--- src/rtl/alu_issue_unit.sv ---
// alu_issue_unit
//   Sequential front end for the combinational MicroUAZ ALU. Accepts one
//   operation at a time, holds the ALU operands in registers for
//   SETTLE_CYCLES cycles, then captures the ALU result and flags and offers
//   them on an output handshake. An 8-bit accumulator tracks the last
//   captured result so operations can be chained (RY taken from acc).
//
//   Ports
//     clk, rst_n           clock, asynchronous active-low reset
//     in_valid/in_ready    request handshake (in_ready only in IDLE)
//     in_op/in_rx/in_ry    ALU select code and operands
//     in_use_acc           source RY from acc instead of in_ry
//     clear_acc            synchronous accumulator clear (capture wins)
//     Sel_ALU/RX/RY        registered ALU inputs
//     R0/Flags             ALU result and flags
//     out_valid/out_ready  result handshake
//     out_result/out_flags captured R0/Flags
//     acc                  accumulator
//     busy                 unit is not IDLE
module alu_issue_unit #(
  parameter int SETTLE_CYCLES = 1
) (
  input  logic       clk,
  input  logic       rst_n,
  input  logic       in_valid,
  output logic       in_ready,
  input  logic [3:0] in_op,
  input  logic [7:0] in_rx,
  input  logic [7:0] in_ry,
  input  logic       in_use_acc,
  input  logic       clear_acc,
  output logic [3:0] Sel_ALU,
  output logic [7:0] RX,
  output logic [7:0] RY,
  input  logic [7:0] R0,
  input  logic [2:0] Flags,
  output logic       out_valid,
  input  logic       out_ready,
  output logic [7:0] out_result,
  output logic [2:0] out_flags,
  output logic [7:0] acc,
  output logic       busy
);

  typedef enum logic [1:0] {
    S_IDLE  = 2'd0,
    S_DRIVE = 2'd1,
    S_HOLD  = 2'd2
  } state_t;

  localparam logic [3:0] LP_CNT_INIT = 4'(SETTLE_CYCLES - 1);

  state_t     r_state;
  state_t     w_next;
  logic       w_accept;
  logic       w_capture;
  logic [3:0] r_cnt;
  logic [3:0] r_sel;
  logic [7:0] r_rx;
  logic [7:0] r_ry;
  logic [7:0] r_res;
  logic [2:0] r_flags;
  logic [7:0] r_acc;

  always_comb begin
    w_next    = r_state;
    w_accept  = 1'b0;
    w_capture = 1'b0;
    case (r_state)
      S_IDLE: begin
        if (in_valid) begin
          w_accept = 1'b1;
          w_next   = S_DRIVE;
        end
      end
      S_DRIVE: begin
        if (r_cnt == 4'd0) begin
          w_capture = 1'b1;
          w_next    = S_HOLD;
        end
      end
      S_HOLD: begin
        if (out_ready) w_next = S_IDLE;
      end
      default: w_next = S_IDLE;
    endcase
  end

  always_ff @(posedge clk or negedge rst_n) begin
    if (!rst_n) begin
      r_state <= S_IDLE;
      r_cnt   <= 4'd0;
    end else begin
      r_state <= w_next;
      if (w_accept)
        r_cnt <= LP_CNT_INIT;
      else if (r_state == S_DRIVE && r_cnt != 4'd0)
        r_cnt <= r_cnt - 4'd1;
    end
  end

  // Operand registers change only on acceptance; RY samples the pre-clear
  // accumulator because acc is updated by the same edge.
  always_ff @(posedge clk or negedge rst_n) begin
    if (!rst_n) begin
      r_sel <= 4'd0;
      r_rx  <= 8'd0;
      r_ry  <= 8'd0;
    end else if (w_accept) begin
      r_sel <= in_op;
      r_rx  <= in_rx;
      r_ry  <= in_use_acc ? r_acc : in_ry;
    end
  end

  // Capture takes priority over clear_acc on the same edge.
  always_ff @(posedge clk or negedge rst_n) begin
    if (!rst_n) begin
      r_res   <= 8'd0;
      r_flags <= 3'd0;
      r_acc   <= 8'd0;
    end else begin
      if (w_capture) begin
        r_res   <= R0;
        r_flags <= Flags;
        r_acc   <= R0;
      end else if (clear_acc) begin
        r_acc   <= 8'd0;
      end
    end
  end

  assign in_ready   = (r_state == S_IDLE);
  assign out_valid  = (r_state == S_HOLD);
  assign busy       = (r_state != S_IDLE);
  assign Sel_ALU    = r_sel;
  assign RX         = r_rx;
  assign RY         = r_ry;
  assign out_result = r_res;
  assign out_flags  = r_flags;
  assign acc        = r_acc;

endmodule

--- config.mk ---
export PLATFORM = sky130hd
export DESIGN_NAME = alu_issue_unit
export DESIGN_NICKNAME = d
export VERILOG_FILES = /design/src/rtl/alu_issue_unit.sv
export SDC_FILE = /design/constraint.sdc
export NUM_CORES = 1
export LEC_CHECK = 0
export CAP_MARGIN = 20
export CORE_UTILIZATION = 35
export DETAILED_ROUTE_END_ITERATION = 10
export PLACE_DENSITY = 0.65
export SKIP_LAST_GASP = 1
export SYNTH_ARGS = -nofsm -noshare
export SYNTH_HDL_FRONTEND = slang
export SYNTH_SLANG_ARGS = --single-unit
--- constraint.sdc ---
create_clock -name clk -period 2.3 [get_ports clk]
set_input_delay 0.23 -clock clk [delete_from_list [all_inputs] [get_ports clk]]
set_output_delay 0.23 -clock clk [all_outputs]
set_load 0.1 [all_outputs]
Word-level counts from Yosys, hierarchy flattened --
Cells that the tools add are included.
Cells by class: add/subtract/negate cells 1, multiplexer cells 13, eq/ne operators 5, reductions and logical operators 8
Operators with widths (number):
- 8-bit two-way mux | 3
- 4-bit two-way mux | 2
- 2-bit two-way mux | 3
- 2-bit case mux with 3 select lines | 1
- 2-bit nonzero test | 3
- 4-bit logical NOT | 1
- 1-bit two-way mux | 4
- 2-bit != test, second input constant | 2
- 4-bit nonzero test | 1
- 4-bit by 1-bit subtractor with 4-bit output, second input constant | 1
- 3-bit AND reduction | 1
- 2-bit by 1-bit == test with 1-bit output, second input constant | 1
- 2-bit == test, second input constant | 1
- 2-bit logical NOT | 1
- 2-bit by 1-bit != test with 1-bit output, second input constant | 1
- 1-bit logical AND | 1
Word-level totals: input port bits 37, output and inout port bits 42, register bits 45

Logic depth before layout (Yosys ltp) --
Gate-level depths: netlist of run 1.
depth after elaboration 4, mapped depth 6

Least setup slack after synthesis of run 1 --
OpenSTA, ideal clock, no wires.
path type register -> register, start point reg r_state[1], end point reg r_cnt[3], setup time 0.077 ns, data arrival time 2.264 ns, slack -0.042 ns, cell stages (with the launch flop) 5, cells stage by stage dfrtp_1 > or2_1 > inv_1 > and2_1 > a21oi_1
Between the ends: longest elaborated chain between the ends 3
RTL lines:
- start, declared | line 53 | state_t r_state;
- start signal, assigned | line 94 | r_state <= w_next;
- 2-bit logical NOT *
- named net in_ready | line 26 | output logic in_ready,
- 1-bit two-way mux * | line 69 | case (r_state)
- 4-bit two-way mux / 2-bit nonzero test (equally long branches)
- end signal, assigned | line 98 | r_cnt <= r_cnt - 4'd1;
- end, declared | line 57 | logic [3:0] r_cnt;
Mark *: on every way through the listed nets, which the timed path passes. The rest lies on a longest branch. A chain may end at the register's enable or synchronous reset.

Final worst setup path of run 1 --
start point reg r_cnt[0], end point reg r_flags[1] (netlist: out_flags[1])
Between the ends: longest elaborated chain between the ends 3
RTL lines:
- 4-bit logical NOT | line 77 | if (r_cnt == 4'd0) begin
- 1-bit two-way mux | line 77
- 1-bit two-way mux | line 69
- end signal, assigned | line 125 | r_flags <= Flags;
- end, declared | line 62 | logic [2:0] r_flags;
Every way passes these cells.

==> summary by stage, run 1 <==
GRT
The first-pass GRT wire length is 6820 um. Entering global routing, the biggest net connects 46 pins. The via count of the first global-routing pass came to 1462.

For this run, the total global-route usage over all layers was measured as 16.8%. The number of antenna violations at the first check in global routing is 0. Global routing finished with a remaining overflow of 0.

Setup path
The worst register-to-register path ends at out_flags[1]. The kind of cell with the highest combined delay along the critical path is simple AND/OR/NAND/NOR gates. Walking the worst path, the cells encountered are inv_1 > ha_1 > or3b_1 > nor2_1 > buf_4 > mux2_1. On the critical path, the stage with the largest delay is an instance of sky130_fd_sc_hd__dfrtp_1. The startpoint identified for the worst register-to-register timing path is r_cnt[0]. Measured in cells, the most critical reg-to-reg path has a length of 6. The setup slack of the worst register-to-register path is 0.46 ns. The type of the setup path with the least slack is reg2reg. The critical path launch point type is a register. For the worst setup path, the data required time is 2.49 ns. The number of buffers and inverters on the critical path is 2.

The data arrival time of the critical path is 2.03 ns. Of all nets on the critical path, the largest fanout is 11. The kind of end point of the critical path is a register. The largest single stage delay on the critical path is 0.42 ns.

Timing
The total count of max-transition violations in the final report was 0. The measured slew at the worst slew-check pin is 0.766 ns. Derived from the worst setup path, the maximum achievable clock frequency is 543 MHz. Subtracting the final worst setup slack from the clock period gives 1.84 ns. The post-route fraction of the period consumed by the critical path is 80.0%. Adding up every negative setup slack in the final design gives 0 ns. The final hold violation count came to 0. The final worst slack is 0.459 ns. The post-route clock skew is 0.00726 ns. The count of final setup violators is 0. Measured against its own limit, the worst slew margin works out to 48.9%. Setup repair after global routing left no endpoint under its margin.

Clocking
The number of buffers inserted for hold repair after clock tree synthesis is 0. The number of buffers on the longest clock path is 2. The register clock-pin slew on the reported worst setup and hold paths is 0.09 ns. The cell at the root of the clock tree is sky130_fd_sc_hd__clkbuf_8. The clock reaches the later pin of the worst-skew pair after 0.30 ns. The number of clock buffers inserted by TritonCTS is 5.

Once the clock tree was built, the setup fixing pass inserted 0 buffers. The CTS tree is built. For this design, the sink count on the clock tree is 45. The H-tree depth is 2.

Gates resized during post-CTS repair numbered 0.

Place
During placement, the flow inserted port buffers numbering 78. The HPWL after detailed placement is 3120 um. The congestion estimate from routability-driven global placement came to 0.727.

The worst-case setup slack after placement is 0.486 ns.

Synthesis
The synthesized instance count is 139. Of the post-synthesis cell area, the part taken by muxes is 18.4%. The basic-gate share of the synthesized area counting and, or, nand and nor cells is 7.62%. The commonest cells after synthesis are sky130_fd_sc_hd__dfrtp_1, sky130_fd_sc_hd__mux2_1, sky130_fd_sc_hd__nand2_1. The most instantiated flip-flop cell in the synthesis netlist is sky130_fd_sc_hd__dfrtp_1. Of all cell types, the one taking the most synthesized area is sky130_fd_sc_hd__dfrtp_1. The post-synthesis sequential area ratio is 61.3%.

Counting flops with a built-in enable in the synthesized netlist gives 0. The most common cell in the synthesized netlist is sky130_fd_sc_hd__dfrtp_1. The proportion of netlist area held by the largest area contributor is 61.3%.

The number of different library cells used by synthesis comes to 26. The xor/xnor cell area share of the yosys netlist is 0%. By area, the combinational part of the netlist is dominated by multiplexers.

A synthesized cell averages 13.2 um2. The adder and majority cell fraction of the synthesized area is 1.36%. The compound-cell area share of the yosys netlist is 9.05%. The cell area that synthesis handed to floorplanning was 1840 um2. The synthesized netlist net count is 178.

The synthesized design contains 45 register bits. In the post-synthesis netlist, the biggest area contributors are sky130_fd_sc_hd__dfrtp_1, sky130_fd_sc_hd__mux2_1, sky130_fd_sc_hd__mux2i_1, sky130_fd_sc_hd__a22o_1, sky130_fd_sc_hd__o21ai_1. The post-synthesis async set-or-reset flop share is 100%. The yosys synthesis warning count is 0.

Drt
The number of design rule violations left after detail routing is 0. Dividing the detail-routed via count by the number of cells gives 4.80. The wire length reported by the detailed router is 4200 um.

In this run the remaining antenna-violating nets after routing total 0. After the first detailed-routing iteration, the DRC count stood at 36. The number of optimization iterations in the first detailed-route pass is 4. After detailed routing, the average wire length per cell comes to 14.3 um.

Summing over every cut layer, the via total after detailed routing is 1411.

Floorplan
For this configuration, the core starts out at a cell density of 36.2%. The die is 74.5 um tall. The row count is 26.

The total core area is 5070 um2. The die is 74.5 um wide. The number of placed I/O pins is 79. The floorplan die area is 5550 um2.

Finish
The area growth from synthesis to layout is 47.6%. The number of antenna repair diodes is 0. The number of nets in the final layout is 262.

Of the cells placed in the final design, the portion with a size suffix greater than 1 is 25.4%.

Run status
The run finished with clean final reports.

Run
The max-cap violation count is 0.

Hold path
In this run the worst hold path is classified as in2async.
-- routing by layer --
layer  GRT usage [%]  share of wire [%]
met5               0                  0
met4            6.50                1.3
met3            5.83                7.8
met2            28.7                 48
met1            19.4                 43
-- logic make-up after synthesis --
group	Yosys count
adder cells (fa/ha/maj)	2
multiplexers	31
AND/OR/NAND/NOR	25
flip-flops	45
AO/OA/AOI/OAI	26
buffers and inverters	10
-- layout by cell type, fill, tap and decap left out, types with 4 or more instances in the layout --
| cell type | count |
|---|---|
| sky130_fd_sc_hd__o21ai_1 | 9 |
| sky130_fd_sc_hd__dfrtp_1 | 45 |
| sky130_fd_sc_hd__clkbuf_8 | 5 |
| sky130_fd_sc_hd__buf_4 | 45 |
| sky130_fd_sc_hd__inv_1 | 4 |
| sky130_fd_sc_hd__mux2_1 | 23 |
| sky130_fd_sc_hd__mux2i_1 | 8 |
| sky130_fd_sc_hd__nand2_1 | 11 |
| sky130_fd_sc_hd__a22o_1 | 8 |
| sky130_fd_sc_hd__clkdlybuf4s50_1 | 35 |
-- worst max path at each step --
stage	start	endpoint	slack (ns)	cells past startpoint
finish	r_cnt[0]	out_flags[1]	0.46	6
global route	r_cnt[0]	out_flags[1]	0.33	6
CTS	r_cnt[0]	out_result[3]	0.46	5
detailed placement	r_cnt[0]	out_flags[2]	0.49	6
global placement	r_cnt[0]	out_flags[0]	0.55	6
floorplan	r_state[1]	r_cnt[3]	0.29	4
-- area by class of cell --
cell class,count,area [um2]
clock buffers,5,68.8
fillers,462,2360
well taps,70,87.6
multi-input cells,84,671
inverters,4,15.0
flip-flops and latches,45,1130
clock inverters,3,21.3
repair buffers,83,723
-- state kept, by name, indices dropped and copies added, names as in the netlist --
signal,count
r_cnt,4
out_flags,3
acc,8
out_result,8
r_state,2
RY,8
Sel_ALU,4
RX,8
-- stage by stage --
stage	instances	area, um2	utilization, %	hold WS, ns
2_1_floorplan	139	1840	-	-0.0656
3_3_place_gp	284	2590	51.1	0.434
3_5_place_dp	284	2590	51.1	0.459
4_1_cts	292	2680	52.9	0.123
5_1_grt	294	2710	53.5	0.283
6_report	294	2710	53.5	0.279
Power of run 1 is left out: the tool's default activity adds up to more than one toggle a clock period on the data nets, which glitch-free logic cannot reach.
==> run 2, diff against run 1 <==
==> constraint.sdc (replaced) <==
create_clock -name clk -period 1.73 [get_ports clk]
set_input_delay 0.173 -clock clk [delete_from_list [all_inputs] [get_ports clk]]
set_output_delay 0.173 -clock clk [all_outputs]
set_load 0.1 [all_outputs]
==> run 2 against run 1 <==
- critical path depth down 2
- die area unchanged
- non-clock buffer count up 8
==> summary by stage, run 2 (synthesis gave the netlist of run 1 again) <==
Run status
The run finished with clean final reports.

Place
The HPWL after detailed placement is 3230 um (+3.7%). The routability congestion estimate from global placement is 0.694 (-4.6%). The placed cell count is 289 (+1.8%). The instance area at placement is 2670 um2 (+3.1%). The count of buffers inserted at the top-level ports is 78 (unchanged).

Setup path
The highest cell delay on the worst timing path is 0.53 ns (+0.11 ns). The depth of the worst register-to-register path is 4 (-2). The endpoint identified for the worst register-to-register timing path is r_cnt[3]. The peak fanout along the critical path was 3 (-8). The logic depth of the worst setup path including buffers is 4 (-2). The number of buffers and inverters on the critical path came to 1 (-1).

The worst setup path is of the reg2reg kind. The data arrival time of the critical path is 1.93 ns (-0.10 ns). The setup slack of the worst register-to-register path is 0.03 ns (-0.43 ns). The cell family contributing the most delay on the critical path is simple AND/OR/NAND/NOR gates. Among all stages on the critical path, the largest delay is contributed by sky130_fd_sc_hd__or4b_4.

The required arrival time at the worst endpoint was 1.96 ns (-0.53 ns). The critical path launch point type is a register. The beginning of the worst register-to-register path is r_cnt[0]. The critical path goes through buf_4 > or4b_4 > or4_4 > a21oi_2. The kind of end point of the critical path is a register.

Finish
The most common library cell in the layout ignoring fill and taps is sky130_fd_sc_hd__buf_4. The area growth from synthesis to layout is 55.1%. The filler-free cell count of the finished design was 301 (+2.4%).

In the layout the commonest cells are sky130_fd_sc_hd__buf_4, sky130_fd_sc_hd__dfrtp_1, sky130_fd_sc_hd__clkdlybuf4s50_1, sky130_fd_sc_hd__mux2_1, sky130_fd_sc_hd__nand2_1. The number of antenna repair diodes is 0 (unchanged). The number of nets in the final layout is 270 (+3.1%).

The share of the core filled with cells is 56.2% (+2.7 points). The share of layout cells above drive strength 1 is 32.0% (+6.6 points). The number of filler instances in the final layout is 456 (-1.3%).

The final instance area is 2850 um2 (+5.1%).

Timing
The count of final setup violators came to 0 (unchanged). The total count of max-transition violations in the final report is 0 (unchanged). The relative slew slack is 61.9% (+13 points). The final hold violation count is 0 (unchanged). Setup repair after global routing could not meet its margin everywhere.

The post-route clock skew was 0.00185 ns (-0.00541 ns). The maximum clock frequency is 588 MHz (+8.3%). The worst hold slack across all endpoints is 0.404 ns (+0.124 ns).

The measured slew at the worst slew-check pin is 0.571 ns (-0.195 ns). The final period demand of the worst path is 1.70 ns (-0.140 ns). The post-route fraction of the period consumed by the critical path is 98.3% (+18 points).

Floorplan
The total core area is 5070 um2 (unchanged). The row count was 26 (unchanged). The number of placed I/O pins was 79 (unchanged). The die extent in y is 74.5 um (unchanged). The floorplan die area came to 5550 um2 (unchanged). The effective utilization at floorplan is 36.2% (unchanged).

The horizontal die dimension is 74.5 um (unchanged).

Drt
The DRC marker count from the first detailed-route iteration was 41 (+14%). The via count of the routed design was 1438 (+1.9%). The wire length reported by the detailed router was 4450 um (+5.9%). The residual antenna-violating net count after detailed routing is 0 (unchanged). The number of design rule violations left after detail routing is 0 (unchanged). The routed via count divided by cell count is 4.78 (-0.46%). The average wire per standard cell is 14.8 um (+3.5%). The number of optimization iterations in the first detailed-route pass is 4 (unchanged).

GRT
The first-pass GRT wire length is 7110 um (+4.3%). The via count of the first global-routing pass is 1540 (+5.3%). The maximum number of pins on one net before global-route repair is 26 (-43%). The all-layer global routing usage is 17.5% (+0.69 points).

The final global-route overflow total is 0 (unchanged). The number of antenna violations at the first check in global routing is 0 (unchanged).

Clocking
The number of clock buffers inserted by TritonCTS is 5 (unchanged). In this run the clock root is driven by a sky130_fd_sc_hd__clkbuf_8. The number of buffers on the longest clock path is 2 (unchanged). TritonCTS built the clock tree. The insertion delay of the later-clocked pin in the worst-skew pair is 0.29 ns (about the same). The register clock-pin slew on the reported worst setup and hold paths was 0.08 ns (about the same). The H-tree depth is 2 (unchanged). The total clock sinks came to 45 (unchanged).

Run
The max-cap violation count is 0 (unchanged).

Hold path
The tightest min-delay check is of the in2async type.
-- run 2: cell types whose count changed in the layout (fill, tap and decap cells not counted), sizes merged --
cell / previous run / this run
clkbuf: 5 / 6
clkinvlp: 1 / 2
inv: 5 / 3
buf: 47 / 55
clkinv: 1 / 0
-- run 2: worst max-delay path by stage --
stage	from	to
CTS	r_cnt[1]	out_flags[1]
floorplan	r_state[1]	r_cnt[3]
global placement	r_cnt[0]	acc[0]
finish	r_cnt[0]	r_cnt[3]
detailed placement	r_cnt[0]	acc[4]
global route	r_cnt[0]	r_cnt[3]
-- run 2: final cells by class --
cell class	instances	area [um2]	area share [%]
Timing Repair Buffer	91	812	28.5
Sequential cell	45	1130	39.5
Multi-Input combinational cell	84	717	25.1
Clock inverter	1	7.51	0.263
Tap cell	70	87.6	3.07
Inverter	4	18.8	0.658
Clock buffer	6	82.6	2.90
-- run 2: routing by layer --
| layer | track usage, % | wire length [um] | part of all wire [%] |
|---|---|---|---|
| met1 | 19.5 | 1750 | 39 |
| met5 | 0 | 0 | 0 |
| met2 | 30.5 | 2240 | 50 |
| met3 | 5.42 | 350 | 7.9 |
| met4 | 8.18 | 106 | 2.4 |
-- run 2: metrics by stage --
stage | setup TNS, ns | worst slack, ns
after CTS | 0 | 0.00885
final | 0 | 0.0299
after global placement | 0 | 0.0173
after global routing | -0.0259 | -0.0107
after floorplan | 0 | 0.00793
after detailed placement | -0.758 | -0.100
-- run 2: repair_timing --
item                                    4_1_cts  5_1_grt
hold buffers                                  1        0
gates resized for setup                       5        8
pin swaps                                     0        0
endpoints found under the hold margin        23        0
endpoints found under the setup margin       11       12
setup buffers                                 2        2
Power of run 2 is left out for the same reason.
==> variant 1, RTL diff (config.mk and constraints of run 2) <==
Re-encode `state_t` (3 states) as one-hot, 3 bits wide.
--- a/src/rtl/alu_issue_unit.sv
+++ b/src/rtl/alu_issue_unit.sv
@@ -42,10 +42,10 @@
   output logic       busy
 );
 
-  typedef enum logic [1:0] {
-    S_IDLE  = 2'd0,
-    S_DRIVE = 2'd1,
-    S_HOLD  = 2'd2
+  typedef enum logic [2:0] {
+    S_IDLE  = 3'b001,
+    S_DRIVE = 3'b010,
+    S_HOLD  = 3'b100
   } state_t;
 
   localparam logic [3:0] LP_CNT_INIT = 4'(SETTLE_CYCLES - 1);
Function: no difference found for any inputs over 10 cycles, from zero or initial values and one cycle with rst_n low; not proved beyond that.
==> variant 1 against run 2 <==
Global-route usage fell by 0.39 points; sequential share of layout area fell by 1.1 points; wire length rose by 4.3%; setup slack improved by 0.028 ns; cell area rose by 5.3%; area after synthesis rose by 5.5%; sequential cell count rose by 1; critical path type unchanged; highest routed layer unchanged.
Power is left out: the tool's default activity adds up to more than one toggle a clock period on the data nets, which glitch-free logic cannot reach.
==> variant 1: results (changes against run 2) <==
## Outcome
- completed — outcome

## Layout
- 0.2851 — buffering overhead, +0.0003442
- 0.3839 — fraction of area in registers, -0.01100
- 0.2605 — multi-input gate share of the layout cell area, +0.009098
- 472 — layout filler cell count, +3.5%
- 782.0 sq um — multi-input logic area, +9.1%
- 94 — Signal buffers, +3.3%
- 0 — n_diodes, unchanged
- 3 — Logic inverters, -1
- 0.03752 — clock network share of area, +0.005923
- 46 — number of flip-flops and latches, +2.2%
- 0.3740 — ratio of cells with drive above 1 in the final layout, +0.05370
- 54.77% — area growth from synthesis to layout
- 6 — clock buffer count, unchanged
- 112 — total number of multi-input combinational cells, +33%
- 0.5731 — final core utilization, +0.01122
- 301 — nets, +11%

## Route
- 69 — initial detailed-routing violation count, +68%
- 4.660 — routed vias/inst, -2.5%
- 13.98 microns — Wirelength per Cell, -5.4%
- 4641 microns — wire length reported by the detailed router, +4.3%

## Place
- -0.01212 ns — post-place setup slack, +0.08830 ns
- 320 — placed cell count, +11%
- 0.8153 — final weighted congestion in routability-driven placement, +18%
- 3448 microns — placed wire-length estimate, +6.8%
- 2823 sq um — Post-Place Cell Area, +5.6%

## Setup path
- or3b_4 — cell with the largest stage delay on the worst path
- 6 — worst-path maximum fanout, +3
- simple AND/OR/NAND/NOR gates — CP top delay family
- 0.40 ns — maximum cell stage delay along the critical path, -0.13 ns
- 1.85 ns — data arrival time of the critical path, -0.08 ns

## Synth
- 47 x nand2_1, 45 x dfrtp_1, 13 x o21ai_0 — leading post-synthesis cells by instance count
- 0.5942 — sequential share of the synthesized area, -0.01847
- 206 — Mapped Nets, +16%
- 28 — number of unique standard cell types used by synthesis, +7.7%
- dfrtp_1 58%, nand2_1 9.1%, mux2_2 5.2%, mux2i_1 4.6%, a22o_2 4.1% — ranking of synthesized cells by area
- 0.01290 — post-synthesis share of cell area spent on full adders, half adders and majority gates, -0.0007115
- 0.09613 — compound-gate portion of the synthesized area, +0.005591
- 11.61 sq um — Post-Syn Area per Cell, -12%
- 0.1142 — mux cell area share after synthesis, -0.07029

## Clocking
- 2 — CTS resizes, -3
- clkbuf_8 — clk root buf
- 4 — number of buffers inserted to repair setup after CTS, +2
- 2 — number of H-tree levels, unchanged
- 2 — maximum buffer depth of the clock tree, unchanged

## Timing
- 0.006013 ns — worst setup skew after layout, +0.004162 ns
- 0.4016 ns — transition at the pin with the smallest max-transition slack, -0.1692 ns

## GRT
- 47 — pin count of the biggest net entering global routing, +81%
- 7824 microns — wire length of the first global-routing pass, +10%
- 0.1713 — global router's overall resource usage, -0.003892
- 0 — antenna violations before repair, unchanged
- 1516 — number of global-route vias before repair, -1.6%

## variant 1: metal layers
metal  global-route usage  routed length, microns  vias to the layer above
li1                     -                       -                      763
met1               0.2184                    2029                      739
met2               0.2856                    2368                       41
met3              0.04671                     206                        4
met4              0.04615                      37                        0
met5                    0                       0                        -
## variant 1: final timing paths
path,from,end,slack [ns],cells past startpoint
max in group asynchronous,rst_n,r_state[0]$_DFFE_PN1P_,1.06,3
worst max-delay path,r_cnt[0]$_DFFE_PN0P_,out_flags[1]$_DFFE_PN0P_,0.06,5
min in group clk,in_op[1],Sel_ALU[1]$_DFFE_PN0N_,0.39,3
worst min register to register,Sel_ALU[1]$_DFFE_PN0N_,Sel_ALU[1]$_DFFE_PN0N_,0.48,2
worst max register to register,r_cnt[0]$_DFFE_PN0P_,out_flags[1]$_DFFE_PN0P_,0.06,5
worst min-delay path,rst_n,RY[3]$_DFFE_PN0N_,0.38,3
==> variant 2, RTL diff (config.mk and constraints of run 2) <==
Without the edit above. Put one more register stage on the output `out_flags`, without a reset. The value now appears one clock later. The other outputs are not delayed to match.
--- a/src/rtl/alu_issue_unit.sv
+++ b/src/rtl/alu_issue_unit.sv
@@ -137,7 +137,9 @@
   assign RX         = r_rx;
   assign RY         = r_ry;
   assign out_result = r_res;
-  assign out_flags  = r_flags;
+  always_ff @(posedge clk) begin
+    out_flags <= r_flags;
+  end
   assign acc        = r_acc;
 
 endmodule
Behaviour: not the same (a bounded check fails within 4 cycles, from zero or initial values and one cycle with rst_n low).
==> variant 2 against run 2 <==
Area after synthesis increased by 3.1%; wire length about the same; cell area increased by 3.0%; worst hold slack got worse by 0.025 ns; setup slack improved by 0.042 ns; final cell count increased by 0.33%; sequential share of layout area increased by 0.88 points; sequential cell count increased by 3; critical path type unchanged; critical endpoint is now r_flags[0]$_DFFE_PN0P_.
Power is not shown: default switching activity piles up to over one toggle a cycle in this logic, so the estimate is an artifact.
==> variant 2: results (changes against run 2) <==
## Setup path
- 1.85 ns — data arrival time of the critical path, -0.08 ns
- 0.07 ns — worst reg2reg setup slack, +0.04 ns
- 5 — Worst Reg2Reg Path Length in Cells, +1
- r_flags[0]$_DFFE_PN0P_ — reg-to-reg critical path endpoint
- or3b_4 — cell with the largest stage delay on the worst path
- 5 — worst-path maximum fanout, +2
- r_cnt[1]$_DFFE_PN0P_ — start of the worst register-to-register path
- 0.41 ns — maximum cell stage delay along the critical path, -0.12 ns

## GRT
- 7134 microns — wire length of the first global-routing pass, +0.38%
- 46 — pin count of the biggest net entering global routing, +77%
- 1527 — number of global-route vias before repair, -0.84%
- 0.05159 — met3 capacity usage during global routing, -0.002613
- 0 — antenna violations before repair, unchanged
- 0.1727 — global router's overall resource usage, -0.002438
- 0.2358 — met1 layer usage reported by global route, +0.04085
- 0.2619 — global routing usage on met2, -0.04340

## Synth
- 0.07860 — compound-gate portion of the synthesized area, -0.01194
- 0.6262 — sequential share of the synthesized area, +0.01349
- 28 — number of unique standard cell types used by synthesis, +7.7%
- 179 — Mapped Nets, +0.56%
- 0.9375 — share of synthesized flip-flops with an asynchronous set or reset, -0.06250
- 0 — Yosys warning total, unchanged
- 45 x dfrtp_1, 23 x mux2_2, 12 x nor2_1 — leading post-synthesis cells by instance count
- 0.01321 — post-synthesis share of cell area spent on full adders, half adders and majority gates, -0.0004047
- dfrtp_1 59%, mux2_2 14%, mux2i_1 4.2%, a22o_1 3.7%, dfxtp_1 3.2% — ranking of synthesized cells by area
- 0.1849 — mux cell area share after synthesis, +0.0004613
- 0 — Synth Area in XOR/XNOR, unchanged
- dfrtp_1 — commonest register cell after synthesis

## Outcome
- completed — outcome

## Timing
- 0.009162 ns — worst setup skew after layout, +0.007310 ns
- 0.3783 ns — worst-case hold slack, -0.02526 ns
- 0 — final hold vios, unchanged
- 0.6288 — worst rel slew slack, +0.009331

## Clocking
- 2 — number of H-tree levels, unchanged
- 0.09 ns — Reg clk slew, reported paths
- 2 — maximum buffer depth of the clock tree, unchanged
- 5 — total CTS buffers, unchanged
- 0 — number of buffers inserted to repair setup after CTS, -2
- 0.30 ns — clock insertion delay at the later pin of the skew report
- clkbuf_8 — clk root buf

## Hold path
- flop to flop — worst min-delay path class
- 0 — worst hold stages
- out_flags[0]$_DFF_P_ — worst-case hold path end point

## Place
- 0.7850 — final weighted congestion in routability-driven placement, +13%
- 78 — Buffers on Ports, unchanged
- -0.02402 ns — post-place setup slack, +0.07640 ns
- 3278 microns — placed wire-length estimate, +1.5%

## Layout
- 0.4009 — ratio of cells with drive above 1 in the final layout, +0.08052
- 270 — nets, unchanged
- 435 — layout filler cell count, -4.6%
- 0 — n_diodes, unchanged

## Route
- 1446 — number of vias in the routed layout, +0.56%
- 66 — initial detailed-routing violation count, +61%
- 0 — drc violations, unchanged
- 4 — count of TritonRoute iterations in the first routing pass, unchanged
- 4448 microns — wire length reported by the detailed router, about the same

[variant 2: cell types whose count changed after synthesis, moves of 3 or more]
cell     change
mux2_2      +23
mux2_1      -22
nand2_1     -10
nor2_1      +10
o21ai_1      -9
a21oi_1      +8
dfxtp_1      +3
[variant 2: worst max-delay path by stage]
stage	endpoint	depth (start not counted)	start	slack, ns
2_1_floorplan	r_flags[0]$_DFFE_PN0P_	6	r_cnt[1]$_DFFE_PN0P_	0.05
3_3_place_gp	acc[4]$_DFFE_PN0P_	5	r_cnt[0]$_DFFE_PN0P_	0.07
3_5_place_dp	out_result[4]$_DFFE_PN0P_	6	r_cnt[1]$_DFFE_PN0P_	-0.02
4_1_cts	r_flags[0]$_DFFE_PN0P_	5	r_cnt[1]$_DFFE_PN0P_	0.001
5_1_grt	r_flags[2]$_DFFE_PN0P_	5	r_cnt[1]$_DFFE_PN0P_	-0.02
6_report	r_flags[0]$_DFFE_PN0P_	5	r_cnt[1]$_DFFE_PN0P_	0.07
[variant 2: cell type report]
| cell class | count | area [sq um] | area share |
|---|---|---|---|
| Clock inverter | 1 | 30.03 | 0.01022 |
| Inverter | 4 | 18.77 | 0.006388 |
| Clock buffer | 7 | 96.34 | 0.03279 |
| Multi-Input combinational cell | 83 | 700.7 | 0.2385 |
| Tap cell | 70 | 87.58 | 0.02981 |
| Timing Repair Buffer | 89 | 818.3 | 0.2785 |
| Sequential cell | 48 | 1186 | 0.4037 |
[variant 2: stage by stage]
step,instances,util,cell area (sq um),TNS (ns)
2_1_floorplan,140,-,1907,0
3_3_place_gp,293,0.5377,2781,0
3_5_place_dp,293,0.5377,2781,-0.1855
4_1_cts,302,0.5651,2923,0
5_1_grt,302,0.5680,2938,-0.1045
6_report,302,0.5680,2938,0
[variant 2: routing by layer]
metal	vias to the layer above	share of wire	wire length (microns)
met3	7	0.061	270
met5	-	0	0
met2	54	0.47	2100
met4	0	0.014	63
li1	678	-	-
met1	707	0.45	2013
[variant 2: timing repair]
item / CTS / global route
resized for setup: 1 / 3
hold buffers: 1 / 0
hold endpoints to repair: 45 / 0
pin swaps: 0 / 1
endpoints found under the setup margin: 16 / 17
[variant 2: cells by family (layout without fill, tap and decap cells)]
group / count (synthesis) / after routing
fa+ha+maj: 2 / 2
buf+inv: 9 / 101
flops: 48 / 48
compound gates: 23 / 23
simple gates: 26 / 26
mux: 32 / 32
[variant 2: critical path: cells and delay by family (launching register included)]
family | cells | cell delay (ns)
flip-flops | 1 | 0.38
adder cells (fa/ha/maj) | 1 | 0.19
AND/OR/NAND/NOR | 2 | 0.57
buffers and inverters | 1 | 0.08
multiplexers | 1 | 0.35
